==> src/rtl/rng_arb_pkg.sv <==
// Shared definitions for the rng_arbiter block: FSM state encoding and the
// random word width.
package rng_arb_pkg;

   localparam int RNG_W = 32;

   typedef enum logic [1:0] {
      ST_IDLE  = 2'd0,
      ST_GRANT = 2'd1,
      ST_DRAIN = 2'd2
   } arb_state_e;

endpackage

==> src/rtl/rng_arb_rr.sv <==
// Combinational round-robin picker: scans req starting at ptr, wrapping
// modulo N_REQ, and returns the first set index. Works for any N_REQ in
// 2..16, including non-powers of two.
module rng_arb_rr #(
   parameter int N_REQ = 4
) (
   input  logic [N_REQ-1:0]         req_i,
   input  logic [$clog2(N_REQ)-1:0] ptr_i,
   output logic                     found_o,
   output logic [$clog2(N_REQ)-1:0] idx_o
);

   localparam int PW = $clog2(N_REQ);

   logic [PW:0] pos;

   // Walk candidates from farthest to nearest so the nearest set bit wins.
   always_comb begin
      found_o = 1'b0;
      idx_o   = '0;
      pos     = '0;
      for (int i = N_REQ - 1; i >= 0; i--) begin
         pos = {1'b0, ptr_i} + (PW+1)'(i);
         if (pos >= (PW+1)'(N_REQ)) begin
            pos = pos - (PW+1)'(N_REQ);
         end
         if (req_i[pos[PW-1:0]]) begin
            found_o = 1'b1;
            idx_o   = pos[PW-1:0];
         end
      end
   end

endmodule

==> src/rtl/rng_arbiter.sv <==
// Round-robin arbiter sharing one Mersenne Twister core among N_REQ
// requesters. One grant per generated word; after each grant the core is
// restarted and the arbiter waits for rng_valid to drop before it looks at
// requests again, so a stale word is never handed out twice.
// Optional watchdog: define RNG_ARB_WDOG_EN to enable the TIMEOUT counter
// and the sticky err output; otherwise err is tied low.
//
//   state    | meaning
//   ST_IDLE  | waiting for rng_valid and at least one request
//   ST_GRANT | one-cycle gnt + rng_start pulse, pointer advances
//   ST_DRAIN | waiting for the core to drop rng_valid while it refills
module rng_arbiter
   import rng_arb_pkg::*;
#(
   parameter int N_REQ   = 4,
   parameter int TIMEOUT = 1024
) (
   input  logic             clk,
   input  logic             rst,
   input  logic [N_REQ-1:0] req,
   output logic [N_REQ-1:0] gnt,
   output logic [RNG_W-1:0] data_out,
   output logic             busy,
   output logic             rng_start,
   input  logic             rng_valid,
   input  logic [RNG_W-1:0] rng_data,
   output logic             err
);

   localparam int PW = $clog2(N_REQ);

   if (N_REQ < 2 || N_REQ > 16 || TIMEOUT < 1) begin : g_bad_param
      $error("rng_arbiter: N_REQ must be 2..16 and TIMEOUT at least 1");
   end

   arb_state_e       state_q;
   logic [PW-1:0]    ptr_q;
   logic [PW-1:0]    ptr_d;
   logic [PW-1:0]    win_q;
   logic [PW-1:0]    win_idx;
   logic             found;
   logic [N_REQ-1:0] gnt_q;
   logic [RNG_W-1:0] data_q;
   logic             start_q;
   logic             busy_q;
   logic             wd_fire;

   rng_arb_rr #(.N_REQ(N_REQ)) u_rr (
      .req_i   (req),
      .ptr_i   (ptr_q),
      .found_o (found),
      .idx_o   (win_idx)
   );

   // Pointer moves one past the winner, wrapping at N_REQ-1.
   assign ptr_d = (win_q == PW'(N_REQ - 1)) ? '0 : win_q + 1'b1;

`ifdef RNG_ARB_WDOG_EN
   localparam int WD_W = $clog2(TIMEOUT + 1);

   logic [WD_W-1:0] wd_q;
   logic [WD_W-1:0] wd_d;
   logic            wd_run;
   logic            err_q;

   // Count while stuck in DRAIN or while requests wait on an invalid core;
   // any state change (including the timeout itself) restarts the count.
   always_comb begin
      wd_run  = (state_q == ST_DRAIN) ||
                ((state_q == ST_IDLE) && (|req) && !rng_valid);
      wd_fire = wd_run && (wd_q == WD_W'(TIMEOUT - 1));
      wd_d    = (wd_run && !wd_fire && !((state_q == ST_DRAIN) && !rng_valid))
                ? wd_q + 1'b1 : '0;
   end

   // Watchdog counter and sticky error flag.
   always_ff @(posedge clk) begin
      if (!rst) begin
         wd_q  <= '0;
         err_q <= 1'b0;
      end else begin
         wd_q <= wd_d;
         if (wd_fire) begin
            err_q <= 1'b1;
         end
      end
   end

   assign err = err_q;
`else
   assign wd_fire = 1'b0;
   assign err     = 1'b0;
`endif

   // Arbitration FSM with registered grant, start, busy and data outputs.
   always_ff @(posedge clk) begin
      if (!rst) begin
         state_q <= ST_IDLE;
         ptr_q   <= '0;
         win_q   <= '0;
         gnt_q   <= '0;
         data_q  <= '0;
         start_q <= 1'b0;
         busy_q  <= 1'b0;
      end else begin
         gnt_q   <= '0;
         start_q <= 1'b0;
         case (state_q)
            ST_IDLE: begin
               if (rng_valid && found) begin
                  data_q  <= rng_data;
                  win_q   <= win_idx;
                  gnt_q   <= N_REQ'(1) << win_idx;
                  start_q <= 1'b1;
                  busy_q  <= 1'b1;
                  state_q <= ST_GRANT;
               end
            end
            ST_GRANT: begin
               ptr_q   <= ptr_d;
               state_q <= ST_DRAIN;
            end
            ST_DRAIN: begin
               if (!rng_valid || wd_fire) begin
                  busy_q  <= 1'b0;
                  state_q <= ST_IDLE;
               end
            end
            default: begin
               busy_q  <= 1'b0;
               state_q <= ST_IDLE;
            end
         endcase
      end
   end

   assign gnt       = gnt_q;
   assign data_out  = data_q;
   assign rng_start = start_q;
   assign busy      = busy_q;

endmodule
==> config.mk <==
export PLATFORM = sky130hd
export DESIGN_NAME = rng_arbiter
export DESIGN_NICKNAME = d
export VERILOG_FILES = /design/src/rtl/rng_arb_pkg.sv /design/src/rtl/rng_arb_rr.sv /design/src/rtl/rng_arbiter.sv
export SDC_FILE = /design/constraint.sdc
export NUM_CORES = 1
export LEC_CHECK = 0
export CAP_MARGIN = 40
export CELL_PAD_IN_SITES_DETAIL_PLACEMENT = 1
export CELL_PAD_IN_SITES_GLOBAL_PLACEMENT = 1
export CORE_UTILIZATION = 30
export DETAILED_ROUTE_END_ITERATION = 8
export PLACE_DENSITY_LB_ADDON = 0.12
export SYNTH_ARGS = -nofsm -noshare
export SYNTH_HDL_FRONTEND = slang
export SYNTH_HIERARCHICAL = 1
export SYNTH_SLANG_ARGS = --single-unit
==> constraint.sdc <==
create_clock -name clk -period 2.1 [get_ports clk]
set_clock_uncertainty 0.15 [all_clocks]
set_input_delay 0.21 -clock clk [delete_from_list [all_inputs] [get_ports clk]]
set_output_delay 0.21 -clock clk [all_outputs]
set_load 0.01 [all_outputs]
* Yosys cells after proc, flatten, opt, wreduce, memory -nomap -nowiden *
Cells that the tools add are included.

operators by class
  reductions and logical operators = 7
  equality and inequality tests = 5
  bitwise operators = 1
  shifts and indexed selects = 1
  order comparisons = 8
  $add $sub $neg = 8
  mux-type cells = 28

operators by type and width
  cell                                                                           number
  2-bit 2-to-1 mux                                                               11
  2-bit by 3-bit less-than comparator with 1-bit output (second input constant)  4
  1-bit 2-to-1 mux                                                               11
  3-bit >= comparator (second input constant)                                    3
  1-bit binary-select mux with 2-bit select                                      4
  2-bit by 1-bit subtractor with 2-bit output (second input constant)            4
  2-bit by 2-bit adder with 3-bit output (second input constant)                 2
  2-bit one-hot mux with 3 select lines                                          1
  2-bit AND reduction                                                            3
  3-bit AND reduction                                                            2
  2-bit equality test (second input constant)                                    2
  2-bit != test (second input constant)                                          2
  1-bit by 2-bit << shifter with 4-bit output (first input constant)             1
  2-bit by 1-bit adder with 3-bit output (second input constant)                 1
  2-bit by 3-bit >= comparator with 1-bit output (second input constant)         1
  1-bit one-hot mux with 3 select lines                                          1
  2-bit by 1-bit adder with 2-bit output (second input constant)                 1
  2-bit by 1-bit equality test with 1-bit output (second input constant)         1
  2-bit zero test                                                                1
  1-bit logical AND                                                              1
  1-bit NOT                                                                      1

storage, ports and cells
  bits in registers = 44
  input port bits = 39
  word-level logic and storage cells = 65
  output and inout bits = 39

* Logic depth before layout (Yosys ltp) *
Gate-level depths: netlist (run 1).

  depth in word-level cells = 12
  gate-level depth with buffers = 8
  depth with buffers taken out = 6

* By module *
Netlist (run 1), hierarchy kept.

by module, submodules not included
  module       cells an instance  times used  area an instance (um^2)  sequential area each (um^2)
  rng_arbiter  185                1           1584.0                   880.8
  rng_arb_rr   13                 1           77.6                     0.0

* Least setup slack after synthesis (run 1) *
No wires, ideal clock.

  kind = input to register
  from = in req[1]
  to = reg data_q[4], in the netlist data_out[4]
  required time = 1819 ps
  path slack = 748 ps
  data arrival time = 1071 ps
  buffers on the path = 3
  setup time = 131 ps
  stages = 8
  path through = nor2_1 nand2_1 and4bb_1 buf_4 buf_6 buf_6 nand3_1 o21ai_0

on the way
  longest elaborated chain between the ends = 8
  elaborated cells between the ends (all ways) = 14
  classes of those cells = 12 x mux; 2 x reduce/logical

RTL lines
  item                                       line                RTL
  from (decl)                                rng_arbiter.sv:20   input logic [N_REQ-1:0] req,
  1-bit binary-select mux with 2-bit select  rng_arb_rr.sv:27    if (req_i[pos[PW-1:0]]) begin
  1-bit 2-to-1 mux (not written as such)     rng_arb_rr.sv:27
  1-bit 2-to-1 mux (3 in a row)              rng_arb_rr.sv:27
  1-bit 2-to-1 mux (*)                       rng_arb_rr.sv:27
  named net found                            rng_arbiter.sv:41   logic found;
  1-bit logical AND (*)                      rng_arbiter.sv:110  if (rng_valid && found) begin
  2-bit AND reduction (no line) (*)          n/a
  to (signal assigned)                       rng_arbiter.sv:111  data_q <= rng_data;
  to (decl)                                  rng_arbiter.sv:43   logic [RNG_W-1:0] data_q;

Mark *: on every way through the listed nets, which the timed path passes. The rest lies on a longest branch. The select of a mux whose other input is x is not followed.
A chain may end at the register's enable or synchronous reset.

* Worst setup path in the final report (run 1) *
  from = reg busy_q, in the netlist busy
  to = out busy

RTL lines
  item                    line                RTL
  from (decl)             rng_arbiter.sv:45   logic busy_q;
  from (signal assigned)  rng_arbiter.sv:104  busy_q <= 1'b0;
  from (signal assigned)  rng_arbiter.sv:115  busy_q <= 1'b1;
  from (signal assigned)  rng_arbiter.sv:125  busy_q <= 1'b0;
  to (decl)               rng_arbiter.sv:23   output logic busy,

No word-level cell between the ends.

==> reports/metrics.csv, run 1 <==
metric,value,unit
grt_pass1_vias,1537,
power_density,711,nW/µm²
synthMostInstantiatedCell,dfxtp_1,
hp-class,in2reg,
die_h,76.4,µm
diodes,0,
r2r_setup_slack,0.70,ns
dieArea,5840,µm²
final_cell_area,2550,µm²
placement.io_buffers,76,
clk_latency,0.29,ns
io_pins,78,
crit_buf_inv,1,
cts_sinks,44,
synth_edf_count,0,
gp_congestion,0.685,
slew_viol_final,0,
worstPathCellList,clkdlybuf4s50_1,
htreeDepth,2,
cap_violations,0,
dp_hpwl,3090,µm
yosys_warnings,6,
synth_cell_types,27,
clock_path_buffers,2,
syn_area,1660,µm²
synth_top_area_share,53.0,%
cts_hold_buf,0,
grt_max_degree,51,
cts_tree,built,
hold_ws,0.229,ns
fp-row-count,26,
syn-num-nets,238,
rsz0062_at_grt,false,
synth_common_cells,"44 x dfxtp_1, 39 x nand2_1, 34 x nand3_1, 18 x o21ai_1, 16 x o21ai_0",
tns,0,ns
min_from,rst,
dpl_cell_area,2460,µm²
synth_seq_cells,44,
final_util,49.1,%
crit_arrival,1.20,ns
fin_nets,309,
area_growth_syn_to_layout,53.8,%
ant_nets,0,
cts_root_buffer,clkbuf_8,
reg2reg_from,ptr_q[1]$_SDFFE_PN0N_,
critPathSlowestCell,clkdlybuf4s50_1,
cpPeakStageDelay,0.55,ns
grt.overflow.total,0,
hold_depth,3,
drt_iter0_drc,49,
totalWireLength,4230,µm
synth_async_sr_flop_share,0,%
status,"complete, no violations",
cp_data_required_time,1.74,ns
place_inst,332,
end_kind,output port,
timing_hold_violations_final,0,
drc,0,
postSynthAreaPerCell,8.39,µm²
die_w,76.4,µm
path_delay_family,buffers and inverters,
finalCritPeriodShare,74.1,%
track_usage,15.0,%
synth_top_area_cell,dfxtp_1,
finalNonFillerCells,340,
min_to,data_out[17]$_SDFFE_PN0P_,
path_clk_slew,0.08,ns
grt_pass1_wl,7060,µm
crit_fanout,2,
post_cts_buffers,0,
cts_buffers,5,
finalCriticalPeriod,1.56,ns
setup_viol_count_final,0,
antenna_found_initial,0,
nFillCells,625,
wire_per_inst,12.4,µm
drive_gt1_share,6.30,%
synth_area_leaders,"dfxtp_1 53%, nand3_1 10%, nand2_1 8.8%",
reg2reg_to,gnt[1]$_SDFF_PP0_,
start_util,31.9,%
fmax,643,MHz
worstSetupStartpointType,flip-flop,
first_pass_iters,4,
syn_inst,198,
ctsResizeCount,0,
synth-seq-area-share,53.0,%
synth_ff_type,dfxtp_1,
worst_r2r_path_depth,4,
via_per_inst,4.63,
power_leakage,0.933,nW
core-area,5200,µm²
path_class,reg2out,
peakVddDrop,0.000296,V
via_count,1574,
[worst max-delay path by stage]
stage / startpoint / endpoint / slack [ns] / depth (start not counted)
2_1_floorplan: req[1] / data_out[4]$_SDFFE_PN0P_ / 0.75 / 8
3_3_place_gp: req[3] / gnt[2]$_SDFF_PN0_ / 0.31 / 7
3_5_place_dp: req[3] / win_q[1]$_SDFFE_PN0P_ / 0.27 / 7
4_1_cts: data_out[14]$_SDFFE_PN0P_ / data_out[14] / 0.52 / 1
5_1_grt: req[2] / gnt[2]$_SDFF_PN0_ / 0.45 / 7
6_report: busy$_SDFFE_PN0P_ / busy / 0.54 / 1
[per-stage QoR]
step / total power, W / setup slack [ns]
floorplan: 0.00109 / 0.748
global placement: 0.00128 / 0.309
detailed placement: 0.00129 / 0.265
CTS: 0.00185 / 0.525
global route: 0.00192 / 0.453
finish: 0.00182 / 0.544
[cells by family after synthesis]
family / after synthesis / share of synthesized area, %
buffers and inverters: 20 / 6.55
adders and majority gates: 1 / 0.753
and+or+nand+nor: 90 / 25.0
muxes: 3 / 1.81
other: 1 / 0.226
DFF: 44 / 53.0
AOI/OAI and AO/OA: 39 / 12.7
[cells in the final DEF, fill, tap and decap left out, drive strengths merged]
cell type,Yosys,layout
mux2i,3,3
nor3,1,1
nand2,39,39
ha,1,1
clkdlybuf4s50,0,75
a211oi,2,2
nand2b,3,3
nor2b,3,3
buf,11,6
nand3,34,34
a21boi,1,1
nor2,6,6
a21oi,1,1
inv,3,3
nor3b,2,2
clkinvlp,0,2
o21ai,34,34
conb,1,1
and4bb,1,1
o211ai,1,1
clkbuf,6,6
dfxtp,44,44
and3,1,1
[final cells by class]
class / count / area, µm² / share of cell area, %
flip-flops and latches: 44 / 881 / 34.5
repair buffers: 81 / 806 / 31.5
multi-input cells: 134 / 672 / 26.3
well taps: 70 / 87.6 / 3.43
clock buffers: 6 / 82.6 / 3.23
clock inverters: 2 / 15.0 / 0.588
inverters: 3 / 11.3 / 0.441
[layer usage]
metal	vias up	track usage (%)	share of wire, %
met5	-	0	0
met4	0	4.62	0.99
met3	4	6.11	8.2
met2	44	23.9	46
met1	723	18.5	45
li1	803	-	-
[flip-flops by register name, indices dropped and copies added, names as in the netlist]
signal	flops
ptr_q	2
rng_start	1
win_q	2
data_out	32
state_q	2
gnt	4
busy	1
[power breakdown]
part | switching [W] | internal (W)
clock network | 0.000286 | 0.000266
registers | 0.0000311 | 0.000891
logic | 0.000149 | 0.000193
total | 0.000466 | 0.00135
(Power assumes the default switching activity.)
==> run 2: changes to the inputs <==
--- a/config.mk
+++ b/config.mk
@@ -8,7 +8,7 @@
 export CAP_MARGIN = 40
 export CELL_PAD_IN_SITES_DETAIL_PLACEMENT = 1
 export CELL_PAD_IN_SITES_GLOBAL_PLACEMENT = 1
-export CORE_UTILIZATION = 30
+export CORE_UTILIZATION = 28
 export DETAILED_ROUTE_END_ITERATION = 8
 export PLACE_DENSITY_LB_ADDON = 0.12
 export SYNTH_ARGS = -nofsm -noshare
==> constraint.sdc (replaced) <==
create_clock -name clk -period 1.6 [get_ports clk]
set_clock_uncertainty 0.15 [all_clocks]
set_input_delay 0.16 -clock clk [delete_from_list [all_inputs] [get_ports clk]]
set_output_delay 0.16 -clock clk [all_outputs]
set_load 0.01 [all_outputs]
==> run 2 against run 1 <==
Against the previous run: sequential power increased by 31%; first-iteration DRC count shrank 18%; sequential share of layout area shrank 1.0 points; via count increased by 2.3%; hold slack worse by 0.083 ns; highest routed layer unchanged.
==> reports/metrics.csv, run 2 (same netlist as run 1, synthesis figures left out) <==
metric,value,unit,change
dieArea,6250,µm²,was 5840 µm²
rsz0062_at_grt,false,,unchanged
nFillCells,681,,was 625
final_cell_mix,"75 x clkdlybuf4s50_1, 44 x dfxtp_1, 39 x nand2_1, 34 x nand3_1, 18 x o21ai_1",,unchanged
grt_max_degree,37,,was 51
switchingPower,0.000603,W,was 0.000466 W
path_clk_slew,0.08,ns,about the same
finalCritPeriodShare,94.1,%,
die_h,79.0,µm,was 76.4 µm
cts_hold_buf,0,,unchanged
start_util,29.6,%,was 31.9%
power_leakage,0.989,nW,was 0.933 nW
dp_hpwl,3120,µm,was 3090 µm
r2r_setup_slack,0.25,ns,was 0.70 ns
cts_root_buffer,clkbuf_8,,unchanged
netSwitchingFraction,25.2,%,was 25.7%
io_pins,78,,unchanged
worstSetupStartpointType,flip-flop,,unchanged
totalWireLength,4210,µm,was 4230 µm
grt.overflow.total,0,,unchanged
cts_buffers,5,,unchanged
crit_arrival,1.20,ns,about the same
end_kind,output port,,unchanged
critPathSlowestCell,clkdlybuf4s50_1,,unchanged
ant_nets,0,,unchanged
reg2reg_from,state_q[0]$_SDFFE_PN0P_,,was ptr_q[1]$_SDFFE_PN0N_
status,"complete, no violations",,unchanged
slew_viol_final,0,,unchanged
cts_sinks,44,,unchanged
first_pass_iters,4,,unchanged
gp_congestion,0.691,,was 0.685
grt-busiest-layer,met2,,unchanged
p_clk_share,29.7,%,was 30.4%
grt_pass1_vias,1528,,was 1537
post_cts_buffers,0,,unchanged
path_class,reg2out,,unchanged
worst_r2r_path_depth,3,,was 4
grt.met1_usage,17.4,%,was 18.5%
via_count,1610,,was 1574
via_per_inst,4.59,,was 4.63
cp_data_required_time,1.29,ns,was 1.74 ns
hold_depth,3,,unchanged
comb_power_share,19.8,%,was 18.8%
cts_tree,built,,unchanged
worstPathCellList,clkdlybuf4s50_1,,unchanged
min_from,rst,,unchanged
largest_reg_flops,32,,unchanged
area_growth_syn_to_layout,58.4,%,was 53.8%
die_w,79.0,µm,was 76.4 µm
fin_nets,318,,was 309
p_int,0.00179,W,was 0.00135 W
seqPwrFrac,50.6,%,was 50.8%
setup_viol_count_final,0,,unchanged
use_met2,22.8,%,was 23.9%
grt_pass1_wl,6980,µm,was 7060 µm
power_density,908,nW/µm²,was 711 nW/µm²
peakVddDrop,0.000339,V,was 0.000296 V
antenna_found_initial,0,,unchanged
track_usage,14.2,%,was 15.0%
wire_per_inst,12.0,µm,was 12.4 µm
crit_buf_inv,1,,unchanged
use_met3,5.40,%,was 6.11%
hp-class,in2reg,,unchanged
cpPeakStageDelay,0.56,ns,was 0.55 ns
diodes,0,,unchanged
final_util,46.9,%,was 49.1%
min_to,data_out[2]$_SDFFE_PN0P_,,was data_out[17]$_SDFFE_PN0P_
crit_fanout,2,,unchanged
fmax,664,MHz,
clock_path_buffers,2,,unchanged
clk_latency,0.29,ns,about the same
timing_hold_violations_final,0,,unchanged
drt_iter0_drc,40,,was 49
fp-row-count,27,,was 26
reg2reg_to,gnt[1]$_SDFF_PP0_,,unchanged
final_common_cell,clkdlybuf4s50_1,,unchanged
path_delay_family,buffers and inverters,,unchanged
drc,0,,unchanged
power.total,0.00239,W,was 0.00182 W
core-area,5610,µm²,was 5200 µm²
drive_gt1_share,9.32,%,was 6.30%
htreeDepth,2,,unchanged
placement.io_buffers,76,,unchanged
ctsResizeCount,0,,unchanged
finalCriticalPeriod,1.51,ns,
cap_violations,0,,unchanged
## run 2: power by group through the flow
stage	combinational (W)	sequential [W]	clock, W
6_report	0.000472	0.00121	0.000709
4_1_cts	0.000481	0.00121	0.000745
2_1_floorplan	0.000169	0.00126	0
3_3_place_gp	0.000475	0.00123	0
3_5_place_dp	0.000479	0.00124	0
5_1_grt	0.000517	0.00122	0.000789
## run 2: final cells by class
| class | instances | area (µm²) | share of cell area, % |
|---|---|---|---|
| Timing Repair Buffer | 90 | 886 | 33.7 |
| Sequential cell | 44 | 881 | 33.5 |
| Multi-Input combinational cell | 134 | 672 | 25.5 |
| Tap cell | 72 | 90.1 | 3.42 |
| Clock buffer | 6 | 82.6 | 3.14 |
| Inverter | 3 | 11.3 | 0.428 |
| Clock inverter | 2 | 10.0 | 0.380 |
## run 2: metal layers
layer,wire length (µm),share of wire (%)
met4,59,1.4
met3,300,7.1
met5,0,0
met1,1890,45
met2,1960,47
## run 2: worst min-delay path, stage by stage
cell,delay [ns]
buf_2,0.22
nand2_1,0.11
o21ai_1,0.05
## run 2: per-stage QoR
stage	area (µm²)	TNS, ns	cells	hold slack (ns)	setup WS [ns]
after CTS	2630	0	351	0.140	0.0625
after floorplan	1660	0	198	0.140	0.280
after global routing	2630	0	351	0.146	0.0192
final	2630	0	351	0.146	0.0944
after global placement	2540	-3.61	343	0.287	-0.118
after detailed placement	2540	-4.28	343	0.293	-0.144
## run 2: worst max-delay path by stage
stage / startpoint / endpoint / slack, ns / cells past startpoint
2_1_floorplan: state_q[0]$_SDFFE_PN0P_ / data_out[4]$_SDFFE_PN0P_ / 0.28 / 6
5_1_grt: ptr_q[0]$_SDFFE_PN0N_ / gnt[2]$_SDFF_PN0_ / 0.02 / 5
4_1_cts: data_out[7]$_SDFFE_PN0P_ / data_out[7] / 0.06 / 1
3_5_place_dp: req[1] / gnt[3]$_SDFF_PN0_ / -0.14 / 7
6_report: data_out[7]$_SDFFE_PN0P_ / data_out[7] / 0.09 / 1
3_3_place_gp: req[1] / data_out[6]$_SDFFE_PN0P_ / -0.12 / 7
==> run 3: changes to the inputs <==
--- a/config.mk
+++ b/config.mk
@@ -10,7 +10,7 @@
 export CELL_PAD_IN_SITES_GLOBAL_PLACEMENT = 1
 export CORE_UTILIZATION = 28
 export DETAILED_ROUTE_END_ITERATION = 8
-export PLACE_DENSITY_LB_ADDON = 0.12
+export PLACE_DENSITY = 0.88
 export SYNTH_ARGS = -nofsm -noshare
 export SYNTH_HDL_FRONTEND = slang
 export SYNTH_HIERARCHICAL = 1
==> run 3 against run 2 <==
Against the previous run: design area down 0.76%; wire length up 3.4%; die area unchanged; via count down 2.5%; register-to-register slack worse by 0.05 ns; maximum frequency up 0.50%; combinational power about the same; sequential share of layout area up 0.26 points; flip-flop and latch count unchanged; hold slack about the same; first-iteration DRC count down 10%; largest power group unchanged; highest routed layer unchanged.
==> reports/metrics.csv, run 3 (same netlist as run 1, synthesis figures left out) <==
metric,value,unit,change
crit_fanout,2,,unchanged
cp.depth,1,,unchanged
fp-row-count,27,,unchanged
comb_power_share,19.8,%,about the same
worstSetupEndpoint,data_out[16],,was data_out[7]
grt_pass1_vias,1560,,was 1528
fmax,668,MHz,was 664 MHz
reg2reg_from,ptr_q[1]$_SDFFE_PN0N_,,was state_q[0]$_SDFFE_PN0P_
worstSetupStartpointType,flip-flop,,unchanged
gp_congestion,0.758,,was 0.691
drc,0,,unchanged
cts_hold_buf,0,,unchanged
cp_data_required_time,1.29,ns,about the same
antenna_found_initial,0,,unchanged
dieArea,6250,µm²,unchanged
cap_violations,0,,unchanged
power_leakage,0.967,nW,was 0.989 nW
cts_sinks,44,,unchanged
worstPathCellList,clkdlybuf4s50_1,,unchanged
end_kind,output port,,unchanged
final_cell_mix,"75 x clkdlybuf4s50_1, 44 x dfxtp_1, 39 x nand2_1, 34 x nand3_1, 18 x o21ai_1",,unchanged
final_common_cell,clkdlybuf4s50_1,,unchanged
path_delay_family,buffers and inverters,,unchanged
r2r_setup_slack,0.20,ns,was 0.25 ns
cts_root_buffer,clkbuf_8,,unchanged
htreeDepth,2,,unchanged
startpoint,data_out[16]$_SDFFE_PN0P_,,was data_out[7]$_SDFFE_PN0P_
cpPeakStageDelay,0.55,ns,was 0.56 ns
dp_hpwl,3290,µm,was 3120 µm
start_util,29.6,%,unchanged
post-place-ws,-0.208,ns,was -0.144 ns
via_count,1570,,was 1610
area_growth_syn_to_layout,57.2,%,was 58.4%
post_cts_buffers,0,,unchanged
p_int,0.00179,W,about the same
die_w,79.0,µm,unchanged
worst_r2r_path_depth,4,,was 3
clock_path_buffers,2,,unchanged
power_density,911,nW/µm²,was 908 nW/µm²
timing_hold_violations_final,0,,unchanged
die_h,79.0,µm,unchanged
drt_iter0_drc,36,,was 40
first_pass_iters,4,,unchanged
path_clk_slew,0.08,ns,about the same
totalWireLength,4360,µm,was 4210 µm
switchingPower,0.000588,W,was 0.000603 W
core-area,5610,µm²,unchanged
path_class,reg2out,,unchanged
ctsResizeCount,0,,unchanged
nFillCells,677,,was 681
diodes,0,,unchanged
cts_buffers,5,,unchanged
hp-class,in2reg,,unchanged
ant_nets,0,,unchanged
grt.overflow.total,0,,unchanged
p_clk_share,29.3,%,was 29.7%
largest_reg_flops,32,,unchanged
critPathSlowestCell,clkdlybuf4s50_1,,unchanged
cts_tree,built,,unchanged
crit_arrival,1.19,ns,was 1.20 ns
placement.io_buffers,76,,unchanged
final.setup.worst_slack,0.102,ns,was 0.0944 ns
seqPwrFrac,50.9,%,was 50.6%
io_pins,78,,unchanged
hold_ws,0.146,ns,about the same
via_per_inst,4.52,,was 4.59
grt_pass1_wl,7180,µm,was 6980 µm
track_usage,14.6,%,was 14.2%
peakVddDrop,0.000396,V,was 0.000339 V
finalCritPeriodShare,93.6,%,was 94.1%
wire_per_inst,12.6,µm,was 12.0 µm
grt_max_degree,41,,was 37
fin_nets,314,,was 318
netSwitchingFraction,24.7,%,was 25.2%
drive_gt1_share,7.27,%,was 9.32%
slew_viol_final,0,,unchanged
finalCriticalPeriod,1.50,ns,was 1.51 ns
crit_buf_inv,1,,unchanged
rsz0062_at_grt,false,,unchanged
reg2reg_to,gnt[1]$_SDFF_PP0_,,unchanged
clk_latency,0.28,ns,was 0.29 ns
setup_viol_count_final,0,,unchanged
status,"complete, no violations",,unchanged
run 3: cell types whose count changed in the layout (fill, tap and decap cells not counted), sizes merged:
cell / previous run / this run
buf: 15 / 11
clkbuf: 6 / 8
clkinv: 2 / 0
run 3: per-layer routing:
layer,up-vias,global-route usage [%],routed length (µm)
met2,41,25.2,2140
met3,2,3.79,229
met5,-,0,0
met1,713,18.1,1970
met4,0,3.27,15
li1,814,-,-
run 3: power by group through the flow:
stage / registers [W] / logic, W / clock network [W]
after floorplan: 0.00126 / 0.000169 / 0
after global placement: 0.00124 / 0.000461 / 0
after detailed placement: 0.00124 / 0.000476 / 0
after CTS: 0.00121 / 0.000478 / 0.000720
after global routing: 0.00122 / 0.000513 / 0.000791
final: 0.00121 / 0.000471 / 0.000698
run 3: tightest hold or removal path, stage by stage:
cell,delay [ns]
buf_2,0.21
nand2_1,0.11
o21ai_1,0.05
run 3: worst min-delay path by stage:
stage	from	end	slack, ns	depth (start not counted)
final	rst	data_out[12]$_SDFFE_PN0P_	0.15	3
after global routing	rst	state_q[1]$_SDFFE_PN0P_	0.17	2
after CTS	rst	data_out[13]$_SDFFE_PN0P_	0.14	3
after detailed placement	data_out[0]$_SDFFE_PN0P_	data_out[0]$_SDFFE_PN0P_	0.30	2
after global placement	data_out[29]$_SDFFE_PN0P_	data_out[29]$_SDFFE_PN0P_	0.29	2
after floorplan	rng_data[15]	data_out[15]$_SDFFE_PN0P_	0.14	2
run 3: cell type report:
| cell class | instances | area [µm²] | area share, % |
|---|---|---|---|
| clock buffer | 8 | 90.1 | 3.45 |
| tap | 72 | 90.1 | 3.45 |
| timing repair buffer | 86 | 868 | 33.2 |
| sequential | 44 | 881 | 33.7 |
| multi-input combinational | 134 | 672 | 25.7 |
| inverter | 3 | 11.3 | 0.431 |
run 3: stage by stage:
stage	power (W)	utilization, %	TNS, ns	cells	instance area [µm²]
6_report	0.00238	46.6	0	347	2610
5_1_grt	0.00253	46.6	0	347	2610
4_1_cts	0.00241	46.6	0	347	2610
3_5_place_dp	0.00171	45.0	-5.76	339	2520
3_3_place_gp	0.00170	45.0	-3.22	339	2520
2_1_floorplan	0.00143	-	0	198	1660
